--- config.mk ---
export PLATFORM = sky130hd
export DESIGN_NAME = shift_merge_decode
export DESIGN_NICKNAME = d
export VERILOG_FILES = /design/src/rtl/vcpu32_pkg.sv /design/src/rtl/shift_merge_decode.sv
export SDC_FILE = /design/constraint.sdc
export NUM_CORES = 1
export LEC_CHECK = 0
export CORE_MARGIN = 4
export CORE_UTILIZATION = 37
export CTS_CLUSTER_SIZE = 40
export DETAILED_ROUTE_END_ITERATION = 8
export PLACE_DENSITY = 0.76
export SKIP_LAST_GASP = 1
export SYNTH_ARGS = -nofsm -noshare
export SYNTH_HDL_FRONTEND = slang
export SYNTH_SLANG_ARGS = --single-unit
export TNS_END_PERCENT = 100
--- constraint.sdc ---
create_clock -name clk -period 0.8 [get_ports clk]
set_clock_uncertainty 0.05 [all_clocks]
set_input_delay 0.2 -clock clk [delete_from_list [all_inputs] [get_ports clk]]
set_output_delay 0.2 -clock clk [all_outputs]
set_load 0.02 [all_outputs]
--- src/rtl/vcpu32_pkg.sv ---
// vcpu32_pkg: opcode and instruction-field constants shared by the vcpu32 decode blocks.
// Instruction bits are numbered [0:31] with bit 0 as the MSB.
package vcpu32_pkg;

    localparam logic [0:5] OP_EXTR = 6'o12;
    localparam logic [0:5] OP_DEP  = 6'o13;
    localparam logic [0:5] OP_DSR  = 6'o14;

    localparam int OP_MSB  = 0;
    localparam int OP_LSB  = 5;
    localparam int A_BIT   = 11;
    localparam int LEN_MSB = 22;
    localparam int LEN_LSB = 26;
    localparam int POS_MSB = 27;
    localparam int POS_LSB = 31;

    typedef struct packed {
        logic [0:4] sa;
        logic [0:4] pl;
        logic [0:4] pr;
    } sm_ctrl_t;

endpackage

--- src/rtl/shift_merge_decode.sv ---
// shift_merge_decode: decodes EXTR/DEP/DSR into registered shift amount and merge mask bounds.
// Ports:
//   clk    - rising-edge clock
//   rst_n  - asynchronous active-low reset, clears all outputs
//   instr  - instruction word [0:31], bit 0 = MSB
//   saReg  - shift amount register, used as position when instr[11] is set
//   sa     - right-rotate amount for the shifter
//   pl, pr - left/right bit positions of the merge mask
module shift_merge_decode
    import vcpu32_pkg::*;
(
    input  logic        clk,
    input  logic        rst_n,
    input  logic [0:31] instr,
    input  logic [0:4]  saReg,
    output logic [0:4]  sa,
    output logic [0:4]  pl,
    output logic [0:4]  pr
);

    logic [0:5] op;
    logic [0:4] len;
    logic [0:4] p;
    logic [5:0] l_full;
    logic       is_extr, is_dep, is_dsr;
    logic       dep_clamp;
    sm_ctrl_t   d, q;

    assign op      = instr[OP_MSB:OP_LSB];
    assign len     = instr[LEN_MSB:LEN_LSB];
    assign p       = instr[A_BIT] ? saReg : instr[POS_MSB:POS_LSB];
    // len = 0 encodes a 32-bit field
    assign l_full  = {len == 5'd0, len};
    assign is_extr = op == OP_EXTR;
    assign is_dep  = op == OP_DEP;
    assign is_dsr  = op == OP_DSR;
    // field would extend past bit 0: clamp the left bound
    assign dep_clamp = l_full > ({1'b0, p} + 6'd1);

    // 5-bit arithmetic wraps modulo 32; len mod 32 equals L mod 32 even for L = 32
    always_comb begin
        d    = '0;
        d.sa = is_extr ? ~p : is_dep ? p + 5'd1 : is_dsr ? p : 5'd0;
        d.pl = is_extr ? 5'd0 - len : (is_dep && !dep_clamp) ? p - len + 5'd1 : 5'd0;
        d.pr = (is_extr || is_dsr) ? 5'd31 : is_dep ? p : 5'd0;
    end

    always_ff @(posedge clk or negedge rst_n) begin
        if (!rst_n)
            q <= '0;
        else
            q <= d;
    end

    assign sa = q.sa;
    assign pl = q.pl;
    assign pr = q.pr;

endmodule

== After elaboration in Yosys (flattened, before gate mapping) ==
Cells that the tools add are included.

* Flip-flop bits (word level): 15
* Bits of input ports: 39
* Output and inout bits: 15
* Logic and storage cells: 25

* Add/subtract/negate cells: 5
* $lt $le $gt $ge: 1
* Equal/unequal tests: 3
* Mux-type cells: 8
* Bitwise operators: 1
* Reductions and logical operators: 4

{| class="wikitable"
|+ Operator list
! kind !! count
|-
| 2-to-1 mux 5 bit || 8
|-
| equality test 6 x 4 -> 1 bit, second input constant || 3
|-
| adder 5 x 1 -> 5 bit, second input constant || 2
|-
| adder 5 x 1 -> 6 bit, second input constant || 1
|-
| > comparator 6 bit || 1
|-
| logical NOT 5 bit || 1
|-
| NOT 5 bit || 1
|-
| subtractor 1 x 5 -> 5 bit, first input constant || 1
|-
| subtractor 5 bit || 1
|-
| logical AND 1 bit || 1
|-
| logical NOT 1 bit || 1
|-
| logical OR 1 bit || 1
|}

== Logic depth before layout (Yosys ltp) ==
Gate-level depths: netlist of run 1.

* Word-level depth: 7
* Mapped depth: 12

== Worst setup path after synthesis of run 1 ==
No wires, ideal clock.

* Path type: input-to-reg
* From: input instr[11] (netlist bit)
* To: register q (netlist bit pl[0])
* Arrival: 2292 ps
* Data required time: 614 ps
* Slack: -1679 ps
* Stages: 12
* Buffers on the path: 1
* Cell sequence: buf_6 -> mux2i_1 -> inv_1 -> ha_1 -> inv_1 -> nor3_1 -> xor2_1 -> ha_1 -> and4_1 -> o21ai_0 -> a32oi_1 -> o32ai_1

{| class="wikitable"
|+ RTL lines
! what !! line !! source
|-
| from (decl) || shift_merge_decode.sv:14 || <nowiki>input logic [0:31] instr,</nowiki>
|-
| to (signal assigned) || shift_merge_decode.sv:50 || <nowiki>q <= '0;</nowiki>
|-
| to (signal assigned) || shift_merge_decode.sv:52 || <nowiki>q <= d;</nowiki>
|-
| to (decl) || shift_merge_decode.sv:27 || <nowiki>sm_ctrl_t d, q;</nowiki>
|}

==> out/metrics.csv, run 1 <==
metric;value;unit
PortBufs;38;
share of the synthesized area in the top cell type;0.320;
critical path's largest stage delay;0.40;ns
clock sinks;15;
all-layer global routing usage;0.178;
Slew headroom;0.785;
count of cell types in the netlist;34;
final worst slack;-1.41;ns
leading cell types in the layout, fill and taps excluded;38 x buf_4, 24 x buf_6, 15 x dfrtp_1, 13 x ha_1, 11 x inv_1;
first-pass GRT wire length;5750;um
ant diodes;0;
failing checks;negative setup slack;
sequential fraction of the synthesis area;0.320;
CP endpoint kind;flop;
grt ovf;0;
cell area after synthesis;0.00117;mm2
CTS H-tree depth;1;
Finished Layout Cells;251;
CTS tree;built;
initial core utilization;0.384;
ANT nets after route;0;
largest net degree at the start of global routing;16;
Die X;64.3;um
area grow syn2layout;89.6;%
# nets final;264;
DR vias;1238;
DIE AREA;0.00414;mm2
Core Box Area;0.00305;mm2
hold_ws;0.198;ns
minimum clock period;2.21;ns
kind of critical path;in -> reg;
routed vias/inst;4.93;
clk root buf;clkbuf_4;
status;finished with violations;
dominant cell type by area after synthesis;dfrtp_1;
DP Wirelength;2670;um
DRT Pass-1 Iters;4;
FMAX;452;MHz
Tcrit/Tclk final;2.76;
syn avg cell area;9.54;um2
VDD IR max;428;uV
Worst Path Required;0.91;ns
Crit-path slowest cell;or3_4;
leakage power;1.08;nW
Synth area leaders;dfrtp_1 32%, ha_1 17%, inv_1 5.1%;
crit path DAT;2.32;ns
post-placement cell count;230;
RSZ-0062 raised after global routing;true;
syn_nets;179;
slew of the pin with the lowest slew margin;0.317;ns
Max-Cap Viols;0;
synthesized netlist cell count;123;
commonest non-fill, non-tap cell in the layout;buf_4;
hold buffers post-CTS;0;
Slew Viols, Final;0;
worst hold path type;in -> async;
drt initial violations;70;
Routed WL;3840;um
Final GP Congestion;0.893;
antenna violations before repair;0;
Rows;20;
I/O pin cnt;54;
Die Span Y;64.3;um
Worst setup SP type;input port;
share of cells above drive strength 1;0.512;
Remaining DRCs;0;
Reg clk slew, reported paths;0.07;ns
Yosys reg bits;15;
CP cell instances;buf_6, buf_6, mux2i_4, or3_4, or3_4, ha_4, and4_4, o21ai_4, a32oi_4, o32ai_2;
pwr dens;1050;mW/mm2
Hold Violations, Final;0;
yosys warns;0;
vias in the first global route;1266;
WL/cell;15.3;um
final setup vio count;30;
Worst Path Max Fanout;4;
cts bufs inserted;3;
Max Root-Sink Buffers;2;
## what timing repair did
action | in CTS | in global routing
endpoints found under the setup margin | 30 | 30
buffers inserted | 9 | 8
resized for setup | 147 | 15
pin swaps | 21 | 13
## synthesized netlist by cell type
library cell	number
a21o_1	2
a21oi_1	3
a31oi_1	2
a32oi_1	1
and2_1	1
and3_1	1
and4_1	1
buf_2	3
buf_6	1
clkinv_1	1
dfrtp_1	15
fa_1	1
ha_1	16
inv_1	16
mux2i_1	4
mux2i_2	2
nand2_1	9
nand3_1	3
nand4_1	1
nor2_1	3
nor2b_1	1
nor3_1	3
nor3b_2	1
nor4b_4	1
o211ai_1	1
o21ai_0	8
o22ai_1	5
o31ai_1	1
o32ai_1	2
or3_1	2
or3b_1	1
or3b_4	1
xnor2_1	6
xor2_1	4
## area by class of cell
| class | count | area [um2] |
|---|---|---|
| multi-input combinational | 87 | 933 |
| fill | 197 | 828 |
| timing repair buffer | 84 | 767 |
| sequential | 15 | 375 |
| inverter | 17 | 67.6 |
| tap | 44 | 55.1 |
| clock buffer | 4 | 26.3 |
## worst max-delay path by stage
stage | startpoint | endpoint | slack, ns | cells past startpoint
after global placement | instr[11] | pl[0] | -2.05 | 10
after CTS | instr[11] | pl[3] | -1.51 | 10
after global routing | instr[26] | pl[1] | -1.47 | 10
after floorplan | instr[11] | pl[0] | -1.50 | 9
after detailed placement | instr[11] | pl[0] | -2.18 | 10
final | instr[11] | pl[1] | -1.41 | 10
## state kept, by name (all words and copies together) (netlist names)
signal	count
pl	5
pr	5
sa	5
## report_power, final
| group | internal [W] | total [W] | switching (W) |
|---|---|---|---|
| clock | 0.000194 | 0.000410 | 0.000216 |
| combinational | 0.000601 | 0.00114 | 0.000537 |
| sequential | 0.000771 | 0.000776 | 0.00000557 |
## stage by stage
step	util	worst slack, ns	TNS (ns)	cell area [um2]	power [W]
floorplan	-	-1.50	-12.16	1240	0.00125
global placement	0.610	-2.05	-25.58	1860	0.00164
detailed placement	0.610	-2.18	-26.84	1860	0.00166
CTS	0.684	-1.51	-14.55	2090	0.00217
global route	0.729	-1.47	-16.00	2220	0.00243
finish	0.729	-1.41	-15.06	2220	0.00232
## worst max-delay path: cells and delay by family
family | cells | cell delay [ns]
fa+ha+maj | 1 | 0.28
compound gates | 3 | 0.48
simple gates | 3 | 0.97
mux | 1 | 0.18
buf+inv | 2 | 0.22
## metal layers
metal | wire [um] | vias to the layer above | global-route usage
met4 | 97 | 0 | 0.0950
met5 | 0 | - | 0
met3 | 164 | 13 | 0.0141
li1 | - | 601 | -
met1 | 1530 | 572 | 0.206
met2 | 2040 | 52 | 0.322
## kinds of logic after synthesis
family	count (synthesis)	synth area share
simple gates	29	0.151
fa+ha+maj	17	0.188
compound gates	25	0.132
xor+xnor	10	0.0746
buf+inv	21	0.0768
mux	6	0.0576
flops	15	0.320
No activity file was read; power rests on OpenSTA's default activity.
==> run 2, diff against run 1 <==
- TNS_END_PERCENT: 100 -> default
==> results of run 2 <==
The final DEF is identical to that of run 1; final timing and power are the same.
==> run 3, diff against run 2 <==
- CORE_UTILIZATION: 37 -> 38
- PLACE_DENSITY: 0.76 -> 0.75
- clock period: 0.8 -> 2.44 ns (I/O delays scaled with it)
==> out/metrics.csv, run 3 (synthesis gave the netlist of run 1 again) <==
metric;value;unit;change
CTS H-tree depth;1;;unchanged
RSZ-0062 raised after global routing;true;;
Max-Cap Viols;0;;unchanged
FMAX;390;MHz;
critical path's largest stage delay;0.40;ns;about the same
DIE AREA;0.00404;mm2;-2.3%
CTS tree;built;;
Worst Path Max Fanout;4;;unchanged
Final Core Density;0.688;;-0.0410
routed vias/inst;5.21;;+5.7%
hold_ws;0.661;ns;+0.463 ns
largest net degree at the start of global routing;16;;unchanged
DP Wirelength;2620;um;-2.1%
clk root buf;clkbuf_4;;
Filler cells;210;;+6.6%
CP endpoint kind;flop;;
ANT nets after route;0;;unchanged
first-pass GRT wire length;5240;um;-9.0%
Worst Path Required;2.54;ns;+1.63 ns
Reg area;375;um2;unchanged
final setup vio count;5;;-83%
Hold Violations, Final;0;;unchanged
Tcrit/Tclk final;1.05;;
final worst slack;-0.126;ns;+1.29 ns
grt ovf;0;;unchanged
clock sinks;15;;unchanged
slew of the pin with the lowest slew margin;0.584;ns;+0.267 ns
Routed WL;3370;um;-12%
crit path DAT;2.67;ns;+0.35 ns
commonest non-fill, non-tap cell in the layout;clkdlybuf4s50_1;;
Die Span Y;63.6;um;-1.2%
crit-path leading delay family;simple AND/OR/NAND/NOR gates;;
share of cells above drive strength 1;0.296;;-0.216
pwr dens;361;mW/mm2;-65%
kind of critical path;in -> reg;;
Die X;63.6;um;-1.2%
WL/cell;15.3;um;+0.20%
I/O pin cnt;54;;unchanged
Slew Viols, Final;0;;unchanged
cts bufs inserted;3;;unchanged
worst hold path type;in -> async;;
most frequent CP cell;or3_4;;
failing checks;negative setup slack;;
area grow syn2layout;67.2;%;
VDD IR max;155;uV;-64%
DR vias;1147;;-7.4%
Final Cell Area;0.00196;mm2;-12%
CP cell instances;buf_12, mux2i_4, or3_4, or3_4, ha_4, and4_4, o21ai_4, buf_4, buf_6, nand4_1, a21oi_2;;
antenna violations before repair;0;;unchanged
Crit-path slowest cell;or3_4;;
# nets final;246;;-6.8%
ant diodes;0;;unchanged
CP bufs+invs;3;;+1
Remaining DRCs;0;;unchanged
Rows;19;;-5.0%
PortBufs;38;;unchanged
Max Root-Sink Buffers;2;;unchanged
Setup TNS Final;-0.552;ns;+14.51 ns
leakage power;0.930;nW;-14%
Core Box Area;0.00285;mm2;-6.6%
Worst setup SP type;input port;;
initial core utilization;0.411;;+0.0270
vias in the first global route;1171;;-7.5%
DRT Pass-1 Iters;4;;unchanged
status;finished with violations;;
drt initial violations;43;;-39%
Final GP Congestion;0.898;;+0.50%
placed cell area;0.00178;mm2;-4.2%
Reg clk slew, reported paths;0.07;ns;about the same
DP Worst Slack;-0.904;ns;+1.28 ns
Multi-input gate area;851;um2;-8.8%
Slew headroom;0.610;;-0.175
minimum clock period;2.57;ns;
leading cell types in the layout, fill and taps excluded;29 x clkdlybuf4s50_1, 27 x buf_4, 15 x dfrtp_1, 13 x inv_1, 13 x ha_1;;
all-layer global routing usage;0.160;;-0.0180
run 3: report_power, final:
group / switching [W] / internal, W / total [W]
Clock: 0.0000628 / 0.0000633 / 0.000126
Combinational: 0.000154 / 0.000175 / 0.000329
Sequential: 0.00000107 / 0.000253 / 0.000254
run 3: worst paths after layout:
| kind | slack [ns] | start | depth (start not counted) | to |
|---|---|---|---|---|
| min in group clk | 0.72 | instr[26] | 4 | pl[4] |
| max | -0.13 | instr[11] | 11 | pl[4] |
| max in group asynchronous | 1.30 | rst_n | 1 | sa[0] |
| min | 0.66 | rst_n | 1 | pl[3] |
run 3: area by class of cell:
cell class | instances | area share
Clock buffer | 4 | 0.0134
Inverter | 17 | 0.0338
Multi-Input combinational cell | 87 | 0.434
Tap cell | 31 | 0.0198
Sequential cell | 15 | 0.191
Timing Repair Buffer | 66 | 0.308
run 3: routing by layer:
| layer | track usage | vias up | wire [um] |
|---|---|---|---|
| met2 | 0.293 | 36 | 1850 |
| met3 | 0.0142 | 2 | 115 |
| met5 | 0 | - | 0 |
| li1 | - | 565 | - |
| met1 | 0.192 | 544 | 1380 |
| met4 | 0.0566 | 0 | 21 |
run 3: timing repair:
action	in CTS	in global routing
endpoints found under the setup margin	5	5
pin swaps	6	9
buffers inserted	2	4
hold buffers	0	0
gates resized for setup	19	20
gates cloned	0	0
run 3: through the flow:
step / total power, W / cells
global placement: 0.000521 / 211
CTS: 0.000674 / 217
detailed placement: 0.000532 / 211
floorplan: 0.000409 / 123
global route: 0.000753 / 220
finish: 0.000709 / 220
